### src/rtl/axil_cfg_responder.sv
// AXI-Lite slave that turns each host access into a single cfg_bus strobe/ack transaction.
// One access in flight; reads and writes alternate under contention; missing acks time out to SLVERR.
module axil_cfg_responder #(
  parameter int unsigned TIMEOUT_CYCLES = 256,
  parameter logic [31:0] ERR_RDATA      = 32'hDEAD_BEEF
) (
  input  logic        clk_main_a0,
  input  logic        rst_main_n,
  input  logic [31:0] s_awaddr,
  input  logic        s_awvalid,
  output logic        s_awready,
  input  logic [31:0] s_wdata,
  input  logic [3:0]  s_wstrb,
  input  logic        s_wvalid,
  output logic        s_wready,
  output logic [1:0]  s_bresp,
  output logic        s_bvalid,
  input  logic        s_bready,
  input  logic [31:0] s_araddr,
  input  logic        s_arvalid,
  output logic        s_arready,
  output logic [31:0] s_rdata,
  output logic [1:0]  s_rresp,
  output logic        s_rvalid,
  input  logic        s_rready,
  output logic [31:0] cfg_addr,
  output logic [31:0] cfg_wdata,
  output logic        cfg_wr,
  output logic        cfg_rd,
  input  logic        cfg_ack,
  input  logic [31:0] cfg_rdata
);

  localparam int unsigned   CW       = $clog2(TIMEOUT_CYCLES + 1);
  localparam logic [CW-1:0] CNT_LAST = CW'(TIMEOUT_CYCLES - 1);
  localparam logic [1:0]    OKAY     = 2'b00;
  localparam logic [1:0]    SLVERR   = 2'b10;

  typedef enum logic [2:0] {IDLE, CFG_WR, CFG_RD, WR_RESP, RD_RESP} state_t;

  state_t      state;
  state_t      state_nxt;
  logic        run;
  logic        aw_held;
  logic        w_held;
  logic        last_rd;
  logic [31:0] addr_q;
  logic [31:0] wdata_q;
  logic [3:0]  wstrb_q;
  logic [31:0] rdata_q;
  logic [1:0]  resp_q;
  logic [CW-1:0] cnt;

  logic idle;
  logic rd_grant;
  logic aw_hs;
  logic w_hs;
  logic wr_go;
  logic strb_full;
  logic first;
  logic timeout;

  // run keeps every ready low while reset is asserted and for the first cycle after release
  assign idle      = run && (state == IDLE);
  assign s_arready = idle && !aw_held && !w_held && !(last_rd && (s_awvalid || s_wvalid));
  assign rd_grant  = s_arvalid && s_arready;
  assign s_awready = idle && !aw_held && !rd_grant;
  assign s_wready  = idle && !w_held && !rd_grant;
  assign aw_hs     = s_awvalid && s_awready;
  assign w_hs      = s_wvalid && s_wready;
  assign wr_go     = (aw_held || aw_hs) && (w_held || w_hs);

  assign strb_full = (wstrb_q == 4'hF);
  assign first     = (cnt == '0);
  assign timeout   = (cnt == CNT_LAST);

  assign cfg_wr    = (state == CFG_WR) && first && strb_full;
  assign cfg_rd    = (state == CFG_RD) && first;
  assign cfg_addr  = addr_q;
  assign cfg_wdata = wdata_q;

  assign s_bvalid  = (state == WR_RESP);
  assign s_rvalid  = (state == RD_RESP);
  assign s_bresp   = resp_q;
  assign s_rresp   = resp_q;
  assign s_rdata   = rdata_q;

  always_ff @(posedge clk_main_a0 or negedge rst_main_n) begin
    if (!rst_main_n) begin
      state <= IDLE;
    end else begin
      state <= state_nxt;
    end
  end

  always_comb begin
    state_nxt = state;
    case (state)
      IDLE: begin
        if (rd_grant)   state_nxt = CFG_RD;
        else if (wr_go) state_nxt = CFG_WR;
      end
      CFG_WR:  if (!strb_full || cfg_ack || timeout) state_nxt = WR_RESP;
      CFG_RD:  if (cfg_ack || timeout)               state_nxt = RD_RESP;
      WR_RESP: if (s_bready)                         state_nxt = IDLE;
      RD_RESP: if (s_rready)                         state_nxt = IDLE;
      default: state_nxt = IDLE;
    endcase
  end

  always_ff @(posedge clk_main_a0 or negedge rst_main_n) begin
    if (!rst_main_n) begin
      run     <= 1'b0;
      aw_held <= 1'b0;
      w_held  <= 1'b0;
      last_rd <= 1'b0;
      addr_q  <= '0;
      wdata_q <= '0;
      wstrb_q <= '0;
      rdata_q <= '0;
      resp_q  <= OKAY;
      cnt     <= '0;
    end else begin
      run <= 1'b1;

      // counter restarts on every state change, so it reads 0 in the strobe cycle
      if (state != state_nxt)
        cnt <= '0;
      else if (state == CFG_WR || state == CFG_RD)
        cnt <= cnt + 1'b1;

      if (aw_hs) begin
        aw_held <= 1'b1;
        addr_q  <= s_awaddr;
      end
      if (w_hs) begin
        w_held  <= 1'b1;
        wdata_q <= s_wdata;
        wstrb_q <= s_wstrb;
      end
      if (rd_grant)
        addr_q <= s_araddr;

      case (state)
        CFG_WR: begin
          if (!strb_full)   resp_q <= SLVERR;
          else if (cfg_ack) resp_q <= OKAY;
          else if (timeout) resp_q <= SLVERR;
        end
        CFG_RD: begin
          if (cfg_ack) begin
            rdata_q <= cfg_rdata;
            resp_q  <= OKAY;
          end else if (timeout) begin
            rdata_q <= ERR_RDATA;
            resp_q  <= SLVERR;
          end
        end
        WR_RESP: begin
          if (s_bready) begin
            aw_held <= 1'b0;
            w_held  <= 1'b0;
            last_rd <= 1'b0;
          end
        end
        RD_RESP: begin
          if (s_rready) last_rd <= 1'b1;
        end
        default: ;
      endcase
    end
  end

endmodule

### config.mk
export PLATFORM = sky130hd
export DESIGN_NAME = axil_cfg_responder
export DESIGN_NICKNAME = d
export VERILOG_FILES = /design/src/rtl/axil_cfg_responder.sv
export SDC_FILE = /design/constraint.sdc
export NUM_CORES = 1
export LEC_CHECK = 0
export CAP_MARGIN = 0
export CORE_UTILIZATION = 45
export CTS_CLUSTER_DIAMETER = 50
export DETAILED_ROUTE_END_ITERATION = 7
export PLACE_DENSITY = 0.83
export SETUP_SLACK_MARGIN = 0.5
export SLEW_MARGIN = 30
export SYNTH_ARGS = -nofsm -noshare
export SYNTH_HDL_FRONTEND = slang
export SYNTH_SLANG_ARGS = --single-unit
### constraint.sdc
create_clock -name clk_main_a0 -period 3.4 [get_ports clk_main_a0]
set_input_delay 0.51 -clock clk_main_a0 [delete_from_list [all_inputs] [get_ports clk_main_a0]]
set_output_delay 0.51 -clock clk_main_a0 [all_outputs]
set_load 0.005 [all_outputs]
# Yosys cells after proc, flatten, opt, wreduce, memory -nomap -nowiden
# Cells that the tools add are included.
# Widths: inputs -> output; s select.
totals:
  ff_bits: 118
  input_bits: 140
  out_inout_bits: 107
  elab_cells: 83
op_classes:
  addsub: 1
  n_eq_ne: 9
  mux: 26
  n_reduce_logical: 36
op_table:
  columns: ["operator", "count"]
  rows:
  - ["$mux 32", 4]
  - ["$mux 3", 6]
  - ["$mux 9", 2]
  - ["$logic_and 1x1->1", 15]
  - ["$pmux 3 s5", 1]
  - ["$reduce_bool 2->1", 5]
  - ["$add 9x1->9 const B", 1]
  - ["$eq 9x8->1 const B", 1]
  - ["$logic_not 9->1", 1]
  - ["$mux 1", 8]
  - ["$logic_or 1x1->1", 7]
  - ["$eq 3x2->1 const B", 2]
  - ["$mux 2", 3]
  - ["$logic_not 1->1", 5]
  - ["$eq 4x4->1 const B", 1]
  - ["$ne 2x1->1 const B", 2]
  - ["$pmux 2 s2", 1]
  - ["$eq 3x1->1 const B", 1]
  - ["$eq 3x3->1 const B", 1]
  - ["$logic_not 3->1", 1]
  - ["$ne 3x3->1", 1]
  - ["$reduce_and 3->1", 1]
  - ["$pmux 1 s2", 1]
  - ["$reduce_and 2->1", 1]

# Logic depth before layout (Yosys ltp)
logic_depth:
  word_depth: 16
  ltp_mapped: 8

# Least setup slack after synthesis
# OpenSTA, ideal clock, no wires.
synth_timing:
  kind: "input to register"
  from: "in s_wvalid"
  to: "reg addr_q[22] (netlist: cfg_addr[22])"
  setup_time_ns: 0.125
  arrival_ns: 1.899
  required_time_ns: 3.275
  slack_ns: 1.377
  path_stages: 5
  n_path_buf: 1
  cell_sequence: "o21ai_0 nand3_1 clkbuf_1 mux2_2 mux2_2"
synth_between:
  elab_chain_cells: 9
synth_lines:
  columns: ["item", "line_no", "rtl"]
  rows:
  - ["from (decl)", "14", "input logic s_wvalid,"]
  - ["$logic_or 1x1->1 (*)", "65", "assign s_arready = idle && !aw_held && !w_held && !(last_rd && (s_awvalid || s_wvalid));"]
  - ["$logic_and 1x1->1 (*)", "65", null]
  - ["$logic_not 1->1 (*)", "65", null]
  - ["$logic_and 1x1->1 (*)", "65", null]
  - ["$logic_and 1x1->1 (*)", "66", "assign rd_grant = s_arvalid && s_arready;"]
  - ["$logic_not 1->1", "67", "assign s_awready = idle && !aw_held && !rd_grant;"]
  - ["$logic_and 1x1->1", "67", null]
  - ["$logic_and 1x1->1", "69", "assign aw_hs = s_awvalid && s_awready;"]
  - ["$reduce_bool 2->1 (no source line)", null, null]
  - ["to (signal assigned)", "134", "addr_q <= s_awaddr;"]
  - ["to (signal assigned)", "142", "addr_q <= s_araddr;"]
  - ["to (decl)", "47", "logic [31:0] addr_q;"]
# Mark *: on every way between the ends. The rest lies on a longest branch, timed or not.
# A chain may end at the register's enable or synchronous reset.

# Final worst setup path
layout_timing:
  from: "reg state[1]"
  to: "out s_arready"
layout_between:
  elab_chain_cells: 5
layout_lines:
  columns: ["item", "line_no", "rtl"]
  rows:
  - ["from (decl)", "41", "state_t state;"]
  - ["from (signal assigned)", "92", "state <= state_nxt;"]
  - ["$logic_not 3->1", "64", "assign idle = run && (state == IDLE);"]
  - ["$logic_and 1x1->1", "64", null]
  - ["$logic_and 1x1->1 (3 in a row)", "65", null]
  - ["to (decl)", "21", "output logic s_arready,"]
# Every way passes these cells.

==> flow_summary_export.csv <==
group,metric,value,unit
status,status,"finished, final reports clean",
place,gp_congestion,0.865,
finish,fin_util,74.2,%
synth,synth_ff_type,"dfrtp_1",
synth,yosysUniqueCellTypes,47,
timing,rsz0062_at_grt,"false",
pwr,combPwrFrac,42.3,%
synth,netlist_instances,378,
cts,cts_buffers,17,
synth,syn-cell-area,5280,um2
pwr,swShare,28.3,%
critical_path,crit_fanout,11,
finish,drive_gt1_share,23.4,%
finish,design_area,8470,um2
cts,clock_sinks,118,
timing,clock_skew,0.00661,ns
cts,holdBufCountCts,0,
synth,syn_avg_cell_area,14.0,um2
timing,setup_viol,0,
finish,area_growth,60.4,%
finish,area.sequential,2960,um2
worst_hold_path,hp-class,"input pin to asynchronous set/reset pin",
synth,synth_enable_flop_cells,0,
pwr,internal_power,0.00520,W
place,io_buffers,246,
route,route.vias.total,4097,
route,first_pass_iters,4,
pwr,peakVddDrop,0.540,mV
die,ios,247,
synth,ys_seq_area_share,55.9,%
synth,synth_seq_cells,118,
pwr,power,0.00724,W
critical_path,cp-end-kind,"output port",
die,start_util,46.2,%
critical_path,crit_type,"register to output port",
die,die_area,12200,um2
global_route,antenna_found_initial,1,
critical_path,start_kind,"register",
global_route,grt_start_max_net_pins,67,
place,dp_hpwl,9840,um
timing,fmaxAchievable,357,MHz
timing,slew_headroom,46.1,%
pwr,p_sw,0.00205,W
route,drt_first_iter_violations,158,
place,dpl_worst_slack,0.682,ns
global_route,grt_pass1_vias,4093,
pwr,power_frac_clock,23.6,%
cts,path_clk_slew,0.05,ns
synth,synth_fp_nets,521,
timing,worst_pin_slew,0.806,ns
synth,synthArstFlopShare,100,%
route,route.detailed.drc,0,
timing,timing.setup.tns,0,ns
timing,layout_setup_ws,0.599,ns
finish,fillers,753,
route,wire_per_inst,17.3,um
global_route,grt_pass1_wl,19900,um
route,viasPerCell,5.22,
route,postRouteAntennaNets,0,
synth,yosys_warnings,0,
cts,cts_buffer_depth,2,
pwr,p_leak,3.58,nW
finish,multi_input_area,2200,um2
route,drt-total-wl,13600,um
cts,root_buffer,"clkbuf_16",
finish,finalNetCount,773,
die,core_area,11400,um2
critical_path,cp.required,2.89,ns
timing,min_period,2.80,ns
timing,final_hold_viol_count,0,
die,fp.dieW,110,um
pwr,power.density,855,nW/um2
place,dpl_cell_area,7880,um2
global_route,grt_remaining_overflow,0,
pwr,seq_power_share,34.2,%
global_route,grt_use_total,21.9,%
die,die_h,110,um
critical_path,arrival,2.29,ns
timing,period_share,82.4,%
cts,cts_tree,"done",
run,maxCapViolations,0,
timing,maxSlewViolCount,0,
die,rows,39,
cts,clkLatencyLatePin,0.41,ns
cts,cts_htree_levels,4,
## state kept, by name, summed over array words and instances (netlist names)
signal     flops
w_held         1
cfg_wdata     32
wstrb_q        4
run            1
cnt            9
s_bresp        2
last_rd        1
cfg_addr      32
state          3
s_rdata       32
aw_held        1
## cells in the mapped netlist, drive strengths merged (4+ instances only)
| master | number | area [um2] |
|---|---|---|
| a22o | 9 | 78.8 |
| nor2b | 4 | 25.0 |
| o22a | 24 | 210 |
| o21ai | 6 | 30.0 |
| nor2 | 13 | 56.3 |
| mux2 | 100 | 1230 |
| a21oi | 6 | 33.8 |
| nor4b | 5 | 43.8 |
| buf | 13 | 96.3 |
| clkbuf | 7 | 26.3 |
| xnor2 | 7 | 61.3 |
| dfrtp | 118 | 2950 |
| nand2 | 10 | 37.5 |
| nor3 | 11 | 55.1 |
| inv | 6 | 22.5 |
## critical path, stage by stage (launching register included)
cell and delay, ns:
dfrtp_2 0.47, or4b_4 0.61, nor4b_2 0.23, clkdlybuf4s50_1 0.56
## metrics by stage
step           hold WS, ns  std cells
2_1_floorplan        0.214        378
3_3_place_gp         0.488        753
3_5_place_dp         0.491        753
4_1_cts              0.147        784
5_1_grt              0.179        785
6_report             0.130        785
## final cells by class
class | count | area share, %
multi-input combinational | 234 | 26.0
antenna | 1 | 0.0296
timing repair buffer | 253 | 30.0
sequential | 118 | 34.9
clock buffer | 21 | 5.44
tap | 143 | 2.11
clock inverter | 9 | 1.23
inverter | 6 | 0.266
## cell usage in the layout, fill, tap and decap left out, types with 2 or more instances in the layout
master and n:
clkinv_2 4, clkbuf_8 2, inv_1 6, or3_1 2, buf_12 2, a21oi_1 5
dfrtp_1 115, and3_1 3, clkinvlp_4 2, o22a_1 24, mux2i_1 2, clkdlybuf4s50_1 245
a22o_1 9, nand2b_1 3, nor2_1 12, dfrtp_2 3, mux2_4 29, clkbuf_16 17
buf_4 6, nand2_1 10, o21ai_0 6, nor3b_1 2, clkbuf_1 2, nor4b_1 4
mux2_2 71, nor2b_1 4, nand4_1 3, ha_1 3, xnor2_1 7, bufinv_16 2
nor3_1 11
## final timing paths
check | from | to | slack, ns | cells after the start
worst max-delay path | state[1] | s_arready | 0.60 | 3
worst max register to register | state[1] | cfg_wdata[25] | 1.15 | 5
min in group clk_main_a0 | cfg_addr[12] | cfg_addr[12] | 0.50 | 1
max in group asynchronous | rst_main_n | state[0] | 2.46 | 2
worst min register to register | cfg_addr[12] | cfg_addr[12] | 0.50 | 1
worst min-delay path | rst_main_n | cfg_addr[1] | 0.13 | 1
## power groups by stage
stage	clock network, W	logic [W]	registers, W
after CTS	0.00174	0.00309	0.00247
final	0.00171	0.00306	0.00247
after detailed placement	0	0.00304	0.00249
after floorplan	0	0.00137	0.00245
after global routing	0.00181	0.00329	0.00255
after global placement	0	0.00297	0.00245
## timing repair
item,CTS,global route
endpoints found under the setup margin,3,1
setup buffers,1,0
gates resized for setup,3,2
## per-layer routing
layer	GRT usage (%)	vias up	routed length (um)
li1	-	1887	-
met1	24.7	1997	5240
met2	37.2	191	6840
met3	7.17	22	1290
met4	11.0	0	248
met5	0	-	0
## logic make-up after synthesis
| logic type | synth area share [%] |
|---|---|
| AO/OA/AOI/OAI | 8.53 |
| XOR/XNOR | 1.16 |
| adder cells (fa/ha/maj) | 0.711 |
| buffers and inverters | 2.75 |
| flip-flops | 55.9 |
| multiplexers | 23.8 |
| other | 0.0710 |
| AND/OR/NAND/NOR | 7.09 |
Power figures use the tool's default switching activity.
